File: config.mk
export PLATFORM = sky130hd
export DESIGN_NAME = fsm_seq_gen
export DESIGN_NICKNAME = d
export VERILOG_FILES = /design/src/rtl/fsm_pkg.sv /design/src/rtl/fsm_seq_table.sv /design/src/rtl/fsm_seq_gen.sv
export SDC_FILE = /design/constraint.sdc
export NUM_CORES = 1
export LEC_CHECK = 0
export CAP_MARGIN = 20
export CORE_ASPECT_RATIO = 1.75
export CORE_MARGIN = 3
export CORE_UTILIZATION = 57
export CTS_CLUSTER_SIZE = 28
export DETAILED_ROUTE_END_ITERATION = 7
export GPL_TIMING_DRIVEN = 0
export PLACE_DENSITY = 0.83
export SLEW_MARGIN = 20
export SYNTH_ARGS = -nofsm -noshare
export SYNTH_HDL_FRONTEND = slang
export SYNTH_SLANG_ARGS = --single-unit
File: constraint.sdc
create_clock -name clk -period 3.69 [get_ports clk]
set_input_delay 0.5535 -clock clk [delete_from_list [all_inputs] [get_ports clk]]
set_output_delay 0.5535 -clock clk [all_outputs]
set_load 0.1 [all_outputs]
File: src/rtl/fsm_pkg.sv
// Shared definitions for the programmable sequence generator.
//   state_t    : FSM state encoding (RUN, HALT)
//   DIR_FWD/REV: values of the dir input
//   step_next  : next index for one step in a given direction; the wrap flag
//                comes back through an output argument
package fsm_pkg;

    typedef enum logic {
        RUN  = 1'b0,
        HALT = 1'b1
    } state_t;

    localparam logic DIR_FWD = 1'b1;
    localparam logic DIR_REV = 1'b0;

    // Returns the stepped index. wrap is set when the step crosses the
    // terminal entry for that direction.
    function automatic int step_next(input int idx, input logic dir,
                                     input int depth, output logic wrap);
        int nidx;
        wrap = 1'b0;
        if (dir == DIR_FWD) begin
            if (idx == depth - 1) begin
                nidx = 0;
                wrap = 1'b1;
            end else begin
                nidx = idx + 1;
            end
        end else begin
            if (idx == 0) begin
                nidx = depth - 1;
                wrap = 1'b1;
            end else begin
                nidx = idx - 1;
            end
        end
        return nidx;
    endfunction

endpackage

File: src/rtl/fsm_seq_table.sv
// DEPTH x WIDTH sequence table.
//   clk, n_reset : clock and synchronous active-low reset (loads identity)
//   wr_en/wr_idx/wr_data : write port; out-of-range addresses are ignored
//   rd_idx/rd_data      : combinational read with same-cycle write bypass
module fsm_seq_table #(
    parameter int WIDTH = 3,
    parameter int DEPTH = 6,
    localparam int IDX_W = $clog2(DEPTH)
) (
    input  logic             clk,
    input  logic             n_reset,
    input  logic             wr_en,
    input  logic [IDX_W-1:0] wr_idx,
    input  logic [WIDTH-1:0] wr_data,
    input  logic [IDX_W-1:0] rd_idx,
    output logic [WIDTH-1:0] rd_data
);
    import fsm_pkg::*;

    logic [WIDTH-1:0] mem [DEPTH];
    logic             wr_ok;

    assign wr_ok = wr_en && (int'(wr_idx) < DEPTH);

    always_ff @(posedge clk) begin
        if (!n_reset) begin
            for (int i = 0; i < DEPTH; i++) begin
                mem[i] <= WIDTH'(i);
            end
        end else if (wr_ok) begin
            mem[wr_idx] <= wr_data;
        end
    end

    // Bypass lets the output register capture a write landing on the
    // index it is about to load.
    always_comb begin
        rd_data = '0;
        if (wr_ok && (wr_idx == rd_idx)) begin
            rd_data = wr_data;
        end else if (int'(rd_idx) < DEPTH) begin
            rd_data = mem[rd_idx];
        end
    end

endmodule

File: src/rtl/fsm_seq_gen.sv
// Programmable sequence-stepping FSM.
//   clk, n_reset      : clock and synchronous active-low reset
//   step, dir         : advance one entry forward (dir=1) or reverse (dir=0)
//   one_shot          : halt at the terminal entry instead of wrapping
//   jump, jump_idx    : load the index directly (out of range -> 0)
//   wr_en/idx/data    : table write port
//   Q, idx            : registered code table[idx] and index
//   wrap              : one-cycle pulse after a wrap-around step
//   done              : high while halted
//
// state | meaning
// ------+-------------------------------------------------------------
// RUN   | stepping enabled; terminal step wraps or halts per one_shot
// HALT  | parked at terminal entry; step ignored while one_shot=1
module fsm_seq_gen #(
    parameter int WIDTH = 3,
    parameter int DEPTH = 6,
    localparam int IDX_W = $clog2(DEPTH)
) (
    input  logic             clk,
    input  logic             n_reset,
    input  logic             step,
    input  logic             dir,
    input  logic             one_shot,
    input  logic             jump,
    input  logic [IDX_W-1:0] jump_idx,
    input  logic             wr_en,
    input  logic [IDX_W-1:0] wr_idx,
    input  logic [WIDTH-1:0] wr_data,
    output logic [WIDTH-1:0] Q,
    output logic [IDX_W-1:0] idx,
    output logic             wrap,
    output logic             done
);
    import fsm_pkg::*;

    state_t           state, state_next;
    logic [IDX_W-1:0] idx_next, idx_step;
    logic             wrap_next, step_wrap;
    logic [WIDTH-1:0] rd_data;

    fsm_seq_table #(
        .WIDTH (WIDTH),
        .DEPTH (DEPTH)
    ) u_table (
        .clk     (clk),
        .n_reset (n_reset),
        .wr_en   (wr_en),
        .wr_idx  (wr_idx),
        .wr_data (wr_data),
        .rd_idx  (idx_next),
        .rd_data (rd_data)
    );

    always_comb begin
        step_wrap  = 1'b0;
        idx_step   = IDX_W'(step_next(int'(idx), dir, DEPTH, step_wrap));
        idx_next   = idx;
        state_next = state;
        wrap_next  = 1'b0;
        if (jump) begin
            idx_next   = (int'(jump_idx) < DEPTH) ? jump_idx : '0;
            state_next = RUN;
        end else if (step) begin
            if (state == RUN) begin
                // A terminal step under one_shot parks instead of wrapping.
                if (step_wrap && one_shot) begin
                    state_next = HALT;
                end else begin
                    idx_next  = idx_step;
                    wrap_next = step_wrap;
                end
            end else if (!one_shot) begin
                idx_next   = idx_step;
                wrap_next  = step_wrap;
                state_next = RUN;
            end
        end
    end

    always_ff @(posedge clk) begin
        if (!n_reset) begin
            state <= RUN;
            idx   <= '0;
            Q     <= '0;
            wrap  <= 1'b0;
            done  <= 1'b0;
        end else begin
            state <= state_next;
            idx   <= idx_next;
            Q     <= rd_data;
            wrap  <= wrap_next;
            done  <= (state_next == HALT);
        end
    end

endmodule

==> results of run 1 <==
[power groups by stage]
stage / Sequential [mW] / Clock, mW / Combinational [mW]
final: 0.343 / 0.214 / 0.202
after global routing: 0.344 / 0.226 / 0.214
after CTS: 0.343 / 0.210 / 0.201
after detailed placement: 0.349 / 0 / 0.201
after global placement: 0.347 / 0 / 0.193
after floorplan: 0.397 / 0 / 0.0996
[cells in the mapped netlist (all sizes together) (2+ instances only)]
cell,instances,share of area (%)
nand3,4,1.2
nor2b,2,0.76
dfxtp,8,9.7
o21ai,6,1.8
edfxtp,18,33
clkbuf,5,2.4
and2,3,1.2
o22ai,2,0.76
a31oi,2,1.7
nor2,16,3.6
nand2b,5,1.9
a21oi,4,1.2
nand4b,2,1.1
nand3b,2,0.91
nand4,5,2.3
o311ai,2,1.1
a21o,2,0.99
mux2i,11,6.7
nor3b,2,0.91
and3,3,1.1
or3b,2,1.2
nand2,16,3.6
buf,6,3.5
o221a,2,1.4
nor3,4,1.2
inv,9,2.0
a2111oi,2,2.2
[worst max path at each step]
stage | start | depth (start not counted) | end
after floorplan | idx[2] | 7 | Q[0]
after global placement | step | 8 | Q[1]
after detailed placement | dir | 9 | Q[0]
after CTS | dir | 9 | Q[0]
after global routing | step | 8 | Q[0]
final | dir | 9 | Q[0]
[registers in the layout, indices dropped and copies added (netlist names)]
register / count
Q: 3
idx: 3
state: 1
u_table.mem: 18
wrap: 1
[kinds of logic (layout without fill, tap and decap cells)]
group | Yosys count | in the layout
compound gates | 34 | 34
xor+xnor | 1 | 1
buf+inv | 20 | 41
flops | 26 | 26
mux | 11 | 11
simple gates | 71 | 71
[per-layer routing]
layer	global-route usage (%)	routed length (um)
met1	22.3	1250
met2	46.3	2280
met3	3.76	233
met4	13.6	254
met5	0	0
[metrics by stage]
| step | total power, mW | area (um2) | std cells | util, % | hold WS, ps |
|---|---|---|---|---|---|
| floorplan | 0.496 | 1650 | 163 | - | 624 |
| global placement | 0.540 | 1850 | 207 | 68.1 | 620 |
| detailed placement | 0.550 | 1850 | 207 | 68.1 | 640 |
| CTS | 0.754 | 1920 | 211 | 70.6 | 476 |
| global route | 0.784 | 1920 | 211 | 70.6 | 482 |
| finish | 0.759 | 1920 | 211 | 70.6 | 473 |
[worst max-delay path: cells and delay by family]
family	cells	cell delay [ps]
AO/OA/AOI/OAI	5	1290
buffers and inverters	2	710
AND/OR/NAND/NOR	2	240
[cell usage in the layout, fill, tap and decap left out, types with 4 or more instances in the layout]
cell type / count
inv_1: 9
buf_6: 4
nand2_1: 16
nor3_1: 4
clkbuf_8: 5
nand3_1: 4
clkdlybuf4s50_1: 17
nor2_1: 16
mux2i_1: 11
edfxtp_1: 18
dfxtp_1: 8
nand4_1: 4
nand2b_1: 5
a21oi_1: 4
[layout make-up]
| type | count | area share (%) |
|---|---|---|
| Multi-Input combinational cell | 117 | 42.7 |
| Sequential cell | 26 | 36.5 |
| Timing Repair Buffer | 17 | 8.86 |
| Buffer | 11 | 5.02 |
| Clock buffer | 4 | 3.45 |
| Inverter | 9 | 1.76 |
| Tap cell | 27 | 1.76 |
==> impl_metrics.json, run 1 <==
{
  "post_synth_inst_count": 163,
  "path_class": "in2reg",
  "antenna_found_initial": 0,
  "dieArea_um2": 3600,
  "synth_top_family_by_area": "simple AND/OR/NAND/NOR gates",
  "power_frac_comb_pct": 26.6,
  "skew_ps": 1.69,
  "die_w_um": 46.7,
  "areaGrowthSynthToFinish_pct": 16.4,
  "grt_max_degree": 16,
  "finalCritPeriodShare_pct": 71.1,
  "cp.required_ps": 3870,
  "max_cap_violations": 0,
  "cts.sink_count": 26,
  "start_kind": "input pin",
  "root_buffer": "clkbuf_8",
  "fin_nets": 201,
  "initial_core_util_pct": 60.6,
  "post-cts-setup-buffers": 0,
  "fmax_mhz": 381,
  "first_pass_iters": 4,
  "ios": 24,
  "max-slew-margin-rel_pct": 35.1,
  "hold-path-cell-count": 2,
  "r2r-end": "Q[0]",
  "fin_tns_setup_ps": 0,
  "critPathMaxFanout": 10,
  "clkTransAtPathRegs_ps": 90,
  "drv_slew": 0,
  "min_path_type": "in2reg",
  "final_layout_size_suffix_gt1_share_pct": 12.5,
  "ys.warnings.count": 0,
  "die_h_um": 77.2,
  "post-route-min-period_ps": 2620,
  "antenna_cells": 0,
  "path_common_cell": "o21ai_1",
  "n_fill_cell": 217,
  "numCtsBuffers": 3,
  "muxShareOfSynthArea_pct": 6.67,
  "track_usage_pct": 24.6,
  "synthFlopType": "edfxtp_1",
  "p_leak_nw": 0.726,
  "end_kind": "flop",
  "r2r_cells": 7,
  "critPathSlowestCell": "a221oi_1",
  "gp_routability_congestion": 0.802,
  "hold_end": "wrap",
  "post_drt_wl_per_cell_um": 19.0,
  "setup_ws_ps": 1070,
  "max_slew.worst_pin.slew_ps": 970,
  "wl_um": 4020,
  "status": "complete, no violations",
  "worstReg2RegStart": "idx[2]",
  "hold_buffers": 0,
  "ys_async_sr_fraction_pct": 0,
  "synth_seq_cells": 26,
  "swShare_pct": 31.2,
  "power_density_nw_per_um2": 395,
  "seq_area_um2": 701,
  "rsz0062_at_grt": "no",
  "yosys.area_share.xor_xnor_pct": 0.531,
  "synthAdderAreaFrac_pct": 0,
  "avgSynthCellArea_um2": 10.1,
  "clock_path_buffers": 2,
  "sequentialPowerShare_pct": 45.2,
  "final-hold-violation-count": 0,
  "arrival_ps": 2800,
  "worstSkewPairLatency_ps": 280,
  "core_area_um2": 2720,
  "synth_compound_area_share_pct": 19.3,
  "tritoncts": "done",
  "p_switching_mw": 0.237,
  "synth_cell_type_count": 56,
  "ir_drop_mv": 0.426,
  "netlist_area_um2": 1650,
  "preCtsSetupSlack_ps": 770,
  "slowest_delay_ps": 530,
  "seq_area_frac_synth_pct": 42.5,
  "io_buffers": 17,
  "post_cts_resize_count": 0,
  "htreeDepth": 1,
  "clkPwrFrac_pct": 28.2,
  "reg2reg_slack_ps": 1450,
  "setup_viol": 0,
  "multiInputGateArea_um2": 820,
  "internal_power_mw": 0.523,
  "postRouteAntennaNets": 0,
  "dr_total_vias": 1383,
  "drtIter0Drc": 60,
  "grt_pass1_wl_um": 6420,
  "yosys.area_share.simple_pct": 23.2,
  "min_from": "one_shot",
  "viasPerCell": 6.55,
  "path_cells": "clkdlybuf4s50_1 -> buf_2 -> nor3_1 -> a221oi_1 -> o21ai_1 -> a21o_2 -> nand4_2 -> o21ai_1 -> o221a_1",
  "syn_nets": 179,
  "dp_hpwl_um": 3130,
  "grt_pass1_vias": 1425,
  "route.detailed.drc": 0,
  "grt-ovfl-total": 0,
  "rows": 25,
  "synth-edff-count": 18
}
No activity file was read; power rests on OpenSTA's default activity.
==> run 2, diff against run 1 <==
--- a/config.mk
+++ b/config.mk
@@ -8,11 +8,11 @@
 export CAP_MARGIN = 20
 export CORE_ASPECT_RATIO = 1.75
 export CORE_MARGIN = 3
-export CORE_UTILIZATION = 57
+export CORE_UTILIZATION = 53
 export CTS_CLUSTER_SIZE = 28
 export DETAILED_ROUTE_END_ITERATION = 7
 export GPL_TIMING_DRIVEN = 0
-export PLACE_DENSITY = 0.83
+export PLACE_DENSITY = 0.78
 export SLEW_MARGIN = 20
 export SYNTH_ARGS = -nofsm -noshare
 export SYNTH_HDL_FRONTEND = slang
==> constraint.sdc (replaced) <==
create_clock -name clk -period 2.6 [get_ports clk]
set_input_delay 0.39 -clock clk [delete_from_list [all_inputs] [get_ports clk]]
set_output_delay 0.39 -clock clk [all_outputs]
set_load 0.1 [all_outputs]
==> run 2 against run 1 <==
- worst setup slack worse by 890 ps
- die area grew 6.8%
- global-route usage fell by 2.8 points
- sequential share of layout area down 0.31 points
- hold slack worse by 160 ps
- non-clock buffer count did not move
- critical path depth unchanged
- critical path type unchanged
- largest power group unchanged
- clock power up 39%
- combinational power up 41%
- design area rose by 1.0%
==> impl_metrics.json, run 2 (synthesis gave the netlist of run 1 again) <==
{
  "status": "complete, no violations",
  "post-cts-setup-buffers": 0,
  "dp_hpwl_um": 3000,
  "postRouteAntennaNets": 0,
  "reg_top3": "u_table.mem: 18 flops, Q: 3 flops, idx: 3 flops",
  "dr_total_vias": 1339,
  "max_slew.worst_pin.slew_ps": 969,
  "final_layout_size_suffix_gt1_share_pct": 13.0,
  "slowest_delay_ps": 550,
  "post_cts_resize_count": 0,
  "arrival_ps": 2590,
  "power_frac_comb_pct": 26.7,
  "fmax_mhz": 413,
  "final-hold-violation-count": 0,
  "sequentialPowerShare_pct": 45.4,
  "ir_drop_mv": 0.482,
  "reg2reg_slack_ps": 440,
  "first_pass_iters": 4,
  "rows": 26,
  "io_buffers": 17,
  "wl_um": 3740,
  "finalCritPeriodShare_pct": 93.1,
  "die_w_um": 48.2,
  "max_cap_violations": 0,
  "path_cells": "clkdlybuf4s50_1 -> buf_2 -> nor3_1 -> a221oi_1 -> o31ai_2 -> or2_1 -> nor3_1 -> nand2_1 -> o311ai_1",
  "worstSkewPairLatency_ps": 280,
  "end_kind": "flop",
  "path_common_cell": "nor3_1",
  "post_drt_wl_per_cell_um": 16.5,
  "final_area_um2": 1940,
  "fin_tns_setup_ps": 0,
  "numCtsBuffers": 3,
  "route.detailed.drc": 0,
  "clock_path_buffers": 2,
  "max-slew-margin-rel_pct": 35.2,
  "critPathSlowestCell": "a221oi_1",
  "clkTransAtPathRegs_ps": 90,
  "preCtsSetupSlack_ps": -134,
  "setup_viol": 0,
  "p_leak_nw": 0.726,
  "start_kind": "input pin",
  "grt_pass1_wl_um": 5940,
  "core_area_um2": 2960,
  "final_common_cell": "edfxtp_1",
  "die_h_um": 79.8,
  "antenna_found_initial": 0,
  "antenna_cells": 0,
  "hold_buffers": 0,
  "root_buffer": "clkbuf_8",
  "cp.required_ps": 2770,
  "track_usage_pct": 21.8,
  "initial_core_util_pct": 55.7,
  "skew_ps": 3.67,
  "drv_slew": 0,
  "drtIter0Drc": 38,
  "mostFrequentLayoutCells": "edfxtp_1, clkdlybuf4s50_1, nand2_1, nor2_1, mux2i_1",
  "path_class": "in2reg",
  "rsz0062_at_grt": "no",
  "viasPerCell": 5.92,
  "htreeDepth": 1,
  "fin_nets": 201,
  "setup_ws_ps": 178,
  "ios": 24,
  "p_switching_mw": 0.327,
  "post-route-min-period_ps": 2420,
  "largest_register": "u_table.mem",
  "grt_pass1_vias": 1320,
  "dieArea_um2": 3850,
  "postPlaceCellArea_um2": 1870,
  "areaGrowthSynthToFinish_pct": 17.6,
  "critPathMaxFanout": 10,
  "grt-ovfl-total": 0,
  "power_density_nw_per_um2": 551,
  "clkPwrFrac_pct": 27.9,
  "tritoncts": "done",
  "min_path_type": "in2reg",
  "cts.sink_count": 26,
  "largest_reg_flops": 18,
  "grt_max_degree": 16,
  "internal_power_mw": 0.742,
  "swShare_pct": 30.6,
  "gp_routability_congestion": 0.870
}
[run 2: cell types whose count changed in the layout (fill, tap and decap cells not counted)]
cell     delta
dfxtp_2     +1
dfxtp_1     -1
[run 2: worst paths after layout]
path,cells after the start,start,end
max,9,dir,Q[2]
max reg2reg,8,idx[0],Q[0]
min,2,one_shot,wrap
min reg2reg,3,state,state
[run 2: power groups by stage]
stage | combinational [mW] | sequential [mW] | clock, mW
floorplan | 0.141 | 0.563 | 0
global placement | 0.275 | 0.493 | 0
detailed placement | 0.283 | 0.495 | 0
CTS | 0.285 | 0.485 | 0.298
global route | 0.302 | 0.488 | 0.315
finish | 0.285 | 0.485 | 0.298
[run 2: per-layer routing]
layer | routed length (um) | vias to the layer above | GRT usage [%]
li1 | - | 645 | -
met1 | 1280 | 646 | 20.1
met2 | 2210 | 39 | 40.8
met3 | 138 | 9 | 3.61
met4 | 112 | 0 | 10.8
met5 | 0 | - | 0
[run 2: critical path: cells and delay by family]
kind,cells,cell delay (ps)
simple gates,4,600
buf+inv,2,720
compound gates,3,870
[run 2: through the flow]
stage                     std cells  hold slack (ps)  total power, mW  util (%)
after floorplan                 163              554            0.704         -
after global placement          222              613            0.768      63.3
after detailed placement        222              618            0.778      63.3
after CTS                       226              318             1.07      65.6
after global routing            226              324             1.11      65.6
final                           226              316             1.07      65.6
[run 2: area by class of cell]
type | count | area [um2]
flip-flops and latches | 26 | 702
repair buffers | 17 | 170
inverters | 9 | 33.8
fillers | 242 | 1020
multi-input cells | 117 | 820
clock buffers | 4 | 66.3
plain buffers | 11 | 96.3
well taps | 42 | 52.6
